File: src/rtl/seg7_scan_driver_pkg.sv
// Shared constants and types for the multiplexed 4-digit seven-segment driver.
// Segment encodings are active-low {g,f,e,d,c,b,a}.
package seg7_scan_driver_pkg;

    localparam int NUM_DIGITS = 4;

    localparam logic [NUM_DIGITS-1:0] AN_ALL_OFF  = 4'b1111;
    localparam logic [6:0]            SEG_ALL_OFF = 7'h7F;

    // Packed so that GLYPH[h] selects the glyph for hex digit h (entry 0 is the LSB slice).
    localparam logic [15:0][6:0] GLYPH = {
        7'b0001110,  // F
        7'b0000110,  // E
        7'b0100001,  // d
        7'b1000110,  // C
        7'b0000011,  // b
        7'b0001000,  // A
        7'b0010000,  // 9
        7'b0000000,  // 8
        7'b1111000,  // 7
        7'b0000010,  // 6
        7'b0010010,  // 5
        7'b0011001,  // 4
        7'b0110000,  // 3
        7'b0100100,  // 2
        7'b1111001,  // 1
        7'b1000000   // 0
    };

    typedef enum logic [1:0] {
        DIG0 = 2'd0,
        DIG1 = 2'd1,
        DIG2 = 2'd2,
        DIG3 = 2'd3
    } scan_state_t;

    typedef struct packed {
        logic [15:0]           value;
        logic [NUM_DIGITS-1:0] dp;
        logic [NUM_DIGITS-1:0] blank;
    } disp_frame_t;

endpackage

File: src/rtl/seg7_scan_driver_hex_to_seg7.sv
// Combinational hex nibble to active-low seven-segment glyph lookup.
module hex_to_seg7
    import seg7_scan_driver_pkg::*;
(
    input  logic [3:0] hex,
    output logic [6:0] seg
);

    assign seg = GLYPH[hex];

endmodule

File: src/rtl/seg7_scan_driver.sv
// Time-multiplexed 4-digit seven-segment scanner with double-buffered display data
// and a dark guard window at the start of every digit slot to suppress ghosting.
module seg7_scan_driver
    import seg7_scan_driver_pkg::*;
#(
    parameter int REFRESH_DIV = 50000,
    parameter int GHOST_CYC   = 16
) (
    input  logic        clk,
    input  logic        rst,
    input  logic [15:0] value,
    input  logic [3:0]  dp_in,
    input  logic [3:0]  blank,
    input  logic        load,
    output logic [3:0]  an,
    output logic [6:0]  seg,
    output logic        dp,
    output logic        frame_done
);

    localparam int CNT_W = $clog2(REFRESH_DIV);

    logic [CNT_W-1:0] cnt_p0;
    scan_state_t      state_p0;
    scan_state_t      state_d;
    disp_frame_t      pending;
    disp_frame_t      shadow;
    logic             slot_end;
    logic             frame_end;
    logic             ghost;
    logic [1:0]       dig;
    logic [3:0]       nibble;
    logic [6:0]       glyph;

    logic [3:0]       an_d;
    logic [6:0]       seg_d;
    logic             dp_d;
    logic [3:0]       an_p1;
    logic [6:0]       seg_p1;
    logic             dp_p1;
    logic             vld_p1;

    assign slot_end  = (cnt_p0 == CNT_W'(REFRESH_DIV - 1));
    assign frame_end = slot_end && (state_p0 == DIG3);
    assign ghost     = (cnt_p0 < CNT_W'(GHOST_CYC));
    assign dig       = state_p0;
    assign nibble    = shadow.value[dig*4 +: 4];

    hex_to_seg7 u_hex_to_seg7 (
        .hex (nibble),
        .seg (glyph)
    );

    always_comb begin
        state_d = state_p0;
        if (slot_end) begin
            case (state_p0)
                DIG0:    state_d = DIG1;
                DIG1:    state_d = DIG2;
                DIG2:    state_d = DIG3;
                default: state_d = DIG0;
            endcase
        end
    end

    // Stage p0: prescaler, scan state and the pending/shadow double buffer.
    always_ff @(posedge clk) begin
        if (rst) begin
            cnt_p0   <= '0;
            state_p0 <= DIG0;
            pending  <= '0;
            shadow   <= '0;
        end else begin
            cnt_p0   <= slot_end ? '0 : cnt_p0 + CNT_W'(1);
            state_p0 <= state_d;
            if (load)
                pending <= '{value: value, dp: dp_in, blank: blank};
            if (frame_end)
                shadow <= pending;
        end
    end

    always_comb begin
        an_d  = AN_ALL_OFF;
        seg_d = SEG_ALL_OFF;
        dp_d  = 1'b1;
        if (!ghost) begin
            seg_d = glyph;
            dp_d  = ~shadow.dp[dig];
            if (!shadow.blank[dig])
                an_d = ~(4'b0001 << dig);
        end
    end

    // Stage p1: registered pad drivers, so no input reaches an output combinationally.
    always_ff @(posedge clk) begin
        if (rst) begin
            an_p1  <= AN_ALL_OFF;
            seg_p1 <= SEG_ALL_OFF;
            dp_p1  <= 1'b1;
            vld_p1 <= 1'b0;
        end else begin
            an_p1  <= an_d;
            seg_p1 <= seg_d;
            dp_p1  <= dp_d;
            vld_p1 <= frame_end;
        end
    end

    assign an         = an_p1;
    assign seg        = seg_p1;
    assign dp         = dp_p1;
    assign frame_done = vld_p1;

endmodule
File: config.mk
export PLATFORM = sky130hd
export DESIGN_NAME = seg7_scan_driver
export DESIGN_NICKNAME = d
export VERILOG_FILES = /design/src/rtl/seg7_scan_driver_pkg.sv /design/src/rtl/seg7_scan_driver_hex_to_seg7.sv /design/src/rtl/seg7_scan_driver.sv
export SDC_FILE = /design/constraint.sdc
export NUM_CORES = 1
export LEC_CHECK = 0
export BUFFER_PORTS_ARGS = -buffer_cell sky130_fd_sc_hd__buf_2
export CORE_MARGIN = 2
export CORE_UTILIZATION = 34
export DETAILED_ROUTE_END_ITERATION = 6
export GPL_TIMING_DRIVEN = 0
export PLACE_DENSITY = 0.6
export SLEW_MARGIN = 15
export SYNTH_ARGS = -nofsm -noshare
export SYNTH_HDL_FRONTEND = slang
export SYNTH_SLANG_ARGS = --single-unit
File: constraint.sdc
create_clock -name clk -period 2.5 [get_ports clk]
set_input_delay 0.5 -clock clk [delete_from_list [all_inputs] [get_ports clk]]
set_output_delay 0.5 -clock clk [all_outputs]
set_load 0.02 [all_outputs]
# == Yosys cells after proc, flatten, opt, wreduce, memory -nomap -nowiden ==
# Memories as Yosys holds them, arrays and structs flattened. A register that Yosys moved wholly into a read port is not among the register bits.
# Index checks and enable logic that the tools add are counted.
# totals
ff_bits,72
romBits,112
inputBits,27
wordCells,33
mem_count,1
# op_classes
n_addsub,1
n_lt_le_gt_ge,2
n_eq_ne,4
shifts,2
n_mux,5
n_bitwise,2
n_reduce_logical,5
# mem_list
name,depth,word_bits,read_ports,rd_ports_with_merged_regs,write_ports,line,text
(name not given),16,7,1,1,0,seg7_scan_driver_hex_to_seg7.sv:9,assign seg = GLYPH[hex];
# op_table
cell,count
$add 16x1->16 const B,1
$eq 16x16->1 const B,1
$lt 16x5->1 const B,1
$shiftx 16x5->4,1
$pmux 2 s3,1
$bmux 1 s2,2
$eq 2x2->1 const B,2
$not 4->4,1
$reduce_or 2->1,2
$shl 1x2->4 const A,1
$lt 2x3->1 const B,1
$reduce_or 3->1,1
$eq 2x1->1 const B,1
$logic_not 2->1,1
$mux 1,2
$logic_and 1x1->1,1
$not 1->1,1

# == Logic depth before layout (Yosys ltp) ==
# depth
ltp_word,3
depth_mapped,8
mapped_depth_nobuf,7

# == By module ==
# Synthesis repeated with hierarchy kept, for this count alone.
# hier_totals
cells_unflattened,329
hier_area_um2,3342.0
# modules_own_cells
module,instances,cells_each,area_per_inst_um2,seq_area_each_um2
seg7_scan_driver,1,297,3066.7,1581.5
hex_to_seg7,1,32,275.3,0.0

# == Worst setup path before layout ==
# OpenSTA, ideal clock, no wires.
# synth_path
path_kind,register to register
from,"reg state_p0[0], in the netlist dig[0]"
to,"reg seg_p1[1], in the netlist seg[1]"
setup_time_ns,0.145
t_arrival_ns,1.765
t_required_ns,2.355
path_slack_ns,0.591
path_stages_with_launch,7
n_path_buf,1
synth_period_minus_slack_ns,1.909
path_cell_list,dfxtp_1 > buf_6 > mux4_1 > inv_1 > ha_1 > o211ai_1 > o211ai_1
# synth_between
elab_chain_len,1
# synth_lines
item,line,text
"start, declared",seg7_scan_driver.sv:24,scan_state_t state_p0;
"start signal, assigned",seg7_scan_driver.sv:75,state_p0 <= state_d;
$shiftx 16x5->4,seg7_scan_driver.sv:47,assign nibble = shadow.value[dig*4 +: 4];
"end, declared",seg7_scan_driver.sv:39,logic [6:0] seg_p1;
# No other way between the ends.
# A chain may end at the register's enable or synchronous reset.

# == Worst setup path in the final report ==
# layout_path
from,"reg state_p0[0], in the netlist dig[0]"
to,"reg seg_p1[3], in the netlist seg[3]"
# Same word-level chain as after synthesis.

==> results.yml <==
synth:
  synth-edff-count: 0
  synth-async-reset-ratio_pct: 0
  netlist_instances: 360
  ys_types: 44
  yosys_warnings: 0
  synth_commonest_cells: "dfxtp_1, nor2_1, a21oi_1"
  synth_top_area_share_pct: 44.2
  synth_area_mm2: 0.00358
  synth.most_common_cell: "dfxtp_1"
  synth_top_cell_by_area: "dfxtp_1"
  synth_area_leaders: "dfxtp_1, mux2i_1, o31ai_1"
  syn_area_per_cell_um2: 9.93
  syn-num-nets: 398
  synth_top_flop_cell: "dfxtp_1"
  yosysSeqAreaShare_pct: 44.2
  ys_seq_elements: 79
worst_setup_path:
  worstReg2RegEnd: "seg[3]"
  crit_family: "multiplexers"
  start_kind: "register"
  setup.worst_path.end_class: "register"
  crit_type: "register to register"
  path_common_cell: "inv_1"
  worst-path-buf-inv: 3
  reg2reg_slack_ns: 0.40
  reg2regPathDepth: 8
  crit_path_max_fanout: 8
  crit_path_top_delay_cell: "mux4_1"
  path_cells: "buf_6 -> mux4_1 -> inv_1 -> ha_1 -> inv_1 -> mux2i_1 -> nor3b_1 -> a31oi_1"
  arrival_ns: 2.38
  critPathMaxStageDelay_ns: 0.67
  cp.required_ns: 2.78
  worstReg2RegStart: "dig[0]"
worst_hold_path:
  hold_depth: 3
  hold_end: "pending[9]"
  hp-start: "value[1]"
  hp-class: "primary input to register"
clock_tree:
  cts_resized: 0
  cts_tree: "done"
  hold_buffers: 0
  root_buffer: "clkbuf_8"
  cts_max_level: 3
  numCtsBuffers: 9
  clock_path_buffers: 2
  clkSinkCount: 79
  cts.clk_slew.worst_paths_ns: 0.09
  cts_setup_buffers: 0
  clock_latency_ns: 0.35
sta:
  final-setup-viol-count: 0
  timing.final.max_slew_violations: 0
  fin_crit_ns: 2.10
  max_freq_mhz: 476
  hold_viol: 0
  slew_headroom_pct: 60.5
  max_slew.worst_pin.slew_ns: 0.588
  rsz0062_at_grt: "false"
  finClkSkew_ns: 0.0121
  timing.setup.tns_ns: 0
  fin_crit_sh_pct: 84.0
route:
  drt_pass1_iterations: 4
  drtAntennaViolNets: 0
  postRouteWirelength_um: 7830
  post_drt_wl_per_cell_um: 14.3
  drc: 0
  drt_iter0_markers: 124
  vias: 2823
  via_per_inst: 5.14
die:
  die_w_um: 107
  row_count: 37
  die_h_um: 107
  core-area_mm2: 0.0103
  top_level_ports: 40
  die_area_mm2: 0.0114
  initial_core_util_pct: 34.8
pwr:
  p_per_area_mw_per_mm2: 559
  p_leak_nw: 1.51
  peakVddDrop_v: 0.000230
  total_power_mw: 2.31
  combPwrFrac_pct: 4.2
  power_switching_mw: 0.554
  p_int_mw: 1.75
  switching_share_pct: 24.0
  sequentialPowerShare_pct: 56.4
  clkPwrFrac_pct: 39.4
cells_and_area:
  drive_gt1_share_pct: 18.9
  multi_input_area_mm2: 0.00179
  seqCellArea_mm2: 0.00158
  n_antenna_cell: 0
  finalNetCount: 446
  syn_to_final_growth_pct: 15.3
  nFillCells: 1049
grt:
  grt_pass1_wl_um: 12900
  overflow: 0
  track_usage_pct: 14.3
  antenna_found_initial: 0
  grt_max_degree: 15
  grt_pass1_vias: 2710
placed_design:
  port-buffer-count: 37
  hpwl_um: 5800
  gp_congestion: 0.846
run_status:
  status: "complete, no violations"
job:
  cap_violations: 0
[layout make-up]
cell class	count	area share [%]
Multi-Input combinational cell	241	43.5
Tap cell	136	4.13
Sequential cell	79	38.3
Inverter	10	0.910
Clock buffer	11	3.67
Clock inverter	5	1.00
Timing Repair Buffer	37	4.49
Buffer	30	3.94
[kinds of logic after synthesis]
kind of cell / count (synthesis) / share of synthesized area, %
XOR/XNOR: 15 / 3.67
adder cells (fa/ha/maj): 11 / 3.85
multiplexers: 36 / 13.1
buffers and inverters: 40 / 5.60
flip-flops: 79 / 44.2
AND/OR/NAND/NOR: 110 / 16.7
AO/OA/AOI/OAI: 69 / 12.9
[tightest hold or removal path: cells and delay by family]
family                 cells  cell delay [ns]
buffers and inverters      1             0.07
multiplexers               1             0.05
AND/OR/NAND/NOR            1             0.07
[how the worst max path moves through the flow]
stage                     startpoint         end  slack, ns  depth (start not counted)
after floorplan               dig[0]      seg[1]       0.59                          6
after global placement        dig[0]      seg[1]       0.43                          6
after detailed placement      dig[0]      seg[1]       0.41                          6
after CTS                     dig[0]      seg[1]       0.41                          6
after global routing          dig[0]  frame_done       0.24                          5
final                         dig[0]      seg[3]       0.40                          8
[power by group through the flow]
stage          sequential, mW  combinational (mW)  clock [mW]
2_1_floorplan            1.32              0.0645           0
3_3_place_gp             1.33              0.0973           0
3_5_place_dp             1.33              0.0991           0
4_1_cts                  1.30              0.0995       0.934
5_1_grt                  1.30               0.109       0.987
6_report                 1.30              0.0968       0.909
[cell usage in the layout (no fill, tap or decap), types with 4 or more instances in the layout]
| master | netlist | layout |
|---|---|---|
| mux2i_1 | 26 | 26 |
| a21oi_1 | 29 | 29 |
| xor2_1 | 9 | 9 |
| nand2_1 | 12 | 12 |
| mux4_1 | 4 | 4 |
| buf_6 | 4 | 4 |
| ha_1 | 11 | 11 |
| nand4_1 | 28 | 28 |
| dfxtp_1 | 79 | 79 |
| buf_4 | 4 | 4 |
| o31ai_1 | 26 | 26 |
| clkbuf_1 | 18 | 18 |
| xnor2_1 | 6 | 6 |
| buf_2 | 3 | 40 |
| nor2_1 | 39 | 39 |
| o211ai_1 | 5 | 5 |
| clkbuf_8 | 0 | 11 |
| nand3_1 | 9 | 9 |
| inv_1 | 9 | 9 |
[state kept, by name, indices dropped and copies added (netlist names)]
signal      cells
pending        24
shadow         24
an              4
dig             2
dp              1
cnt_p0         16
frame_done      1
seg             7
[layer usage]
metal  GRT usage [%]  wire (um)
met3            2.70        275
met4            6.31        174
met5               0          0
met1            18.8       3700
met2            23.0       3680
[through the flow]
step | hold WS (ns) | std cells | setup WS, ns | util [%] | instance area [um^2]
global placement | 0.422 | 533 | 0.432 | 38.3 | 3930
finish | 0.387 | 549 | 0.400 | 40.1 | 4120
floorplan | 0.413 | 360 | 0.591 | - | 3580
global route | 0.388 | 549 | 0.239 | 40.1 | 4120
detailed placement | 0.443 | 533 | 0.405 | 38.3 | 3930
CTS | 0.380 | 549 | 0.410 | 40.1 | 4120
No activity file was read; power rests on OpenSTA's default activity.
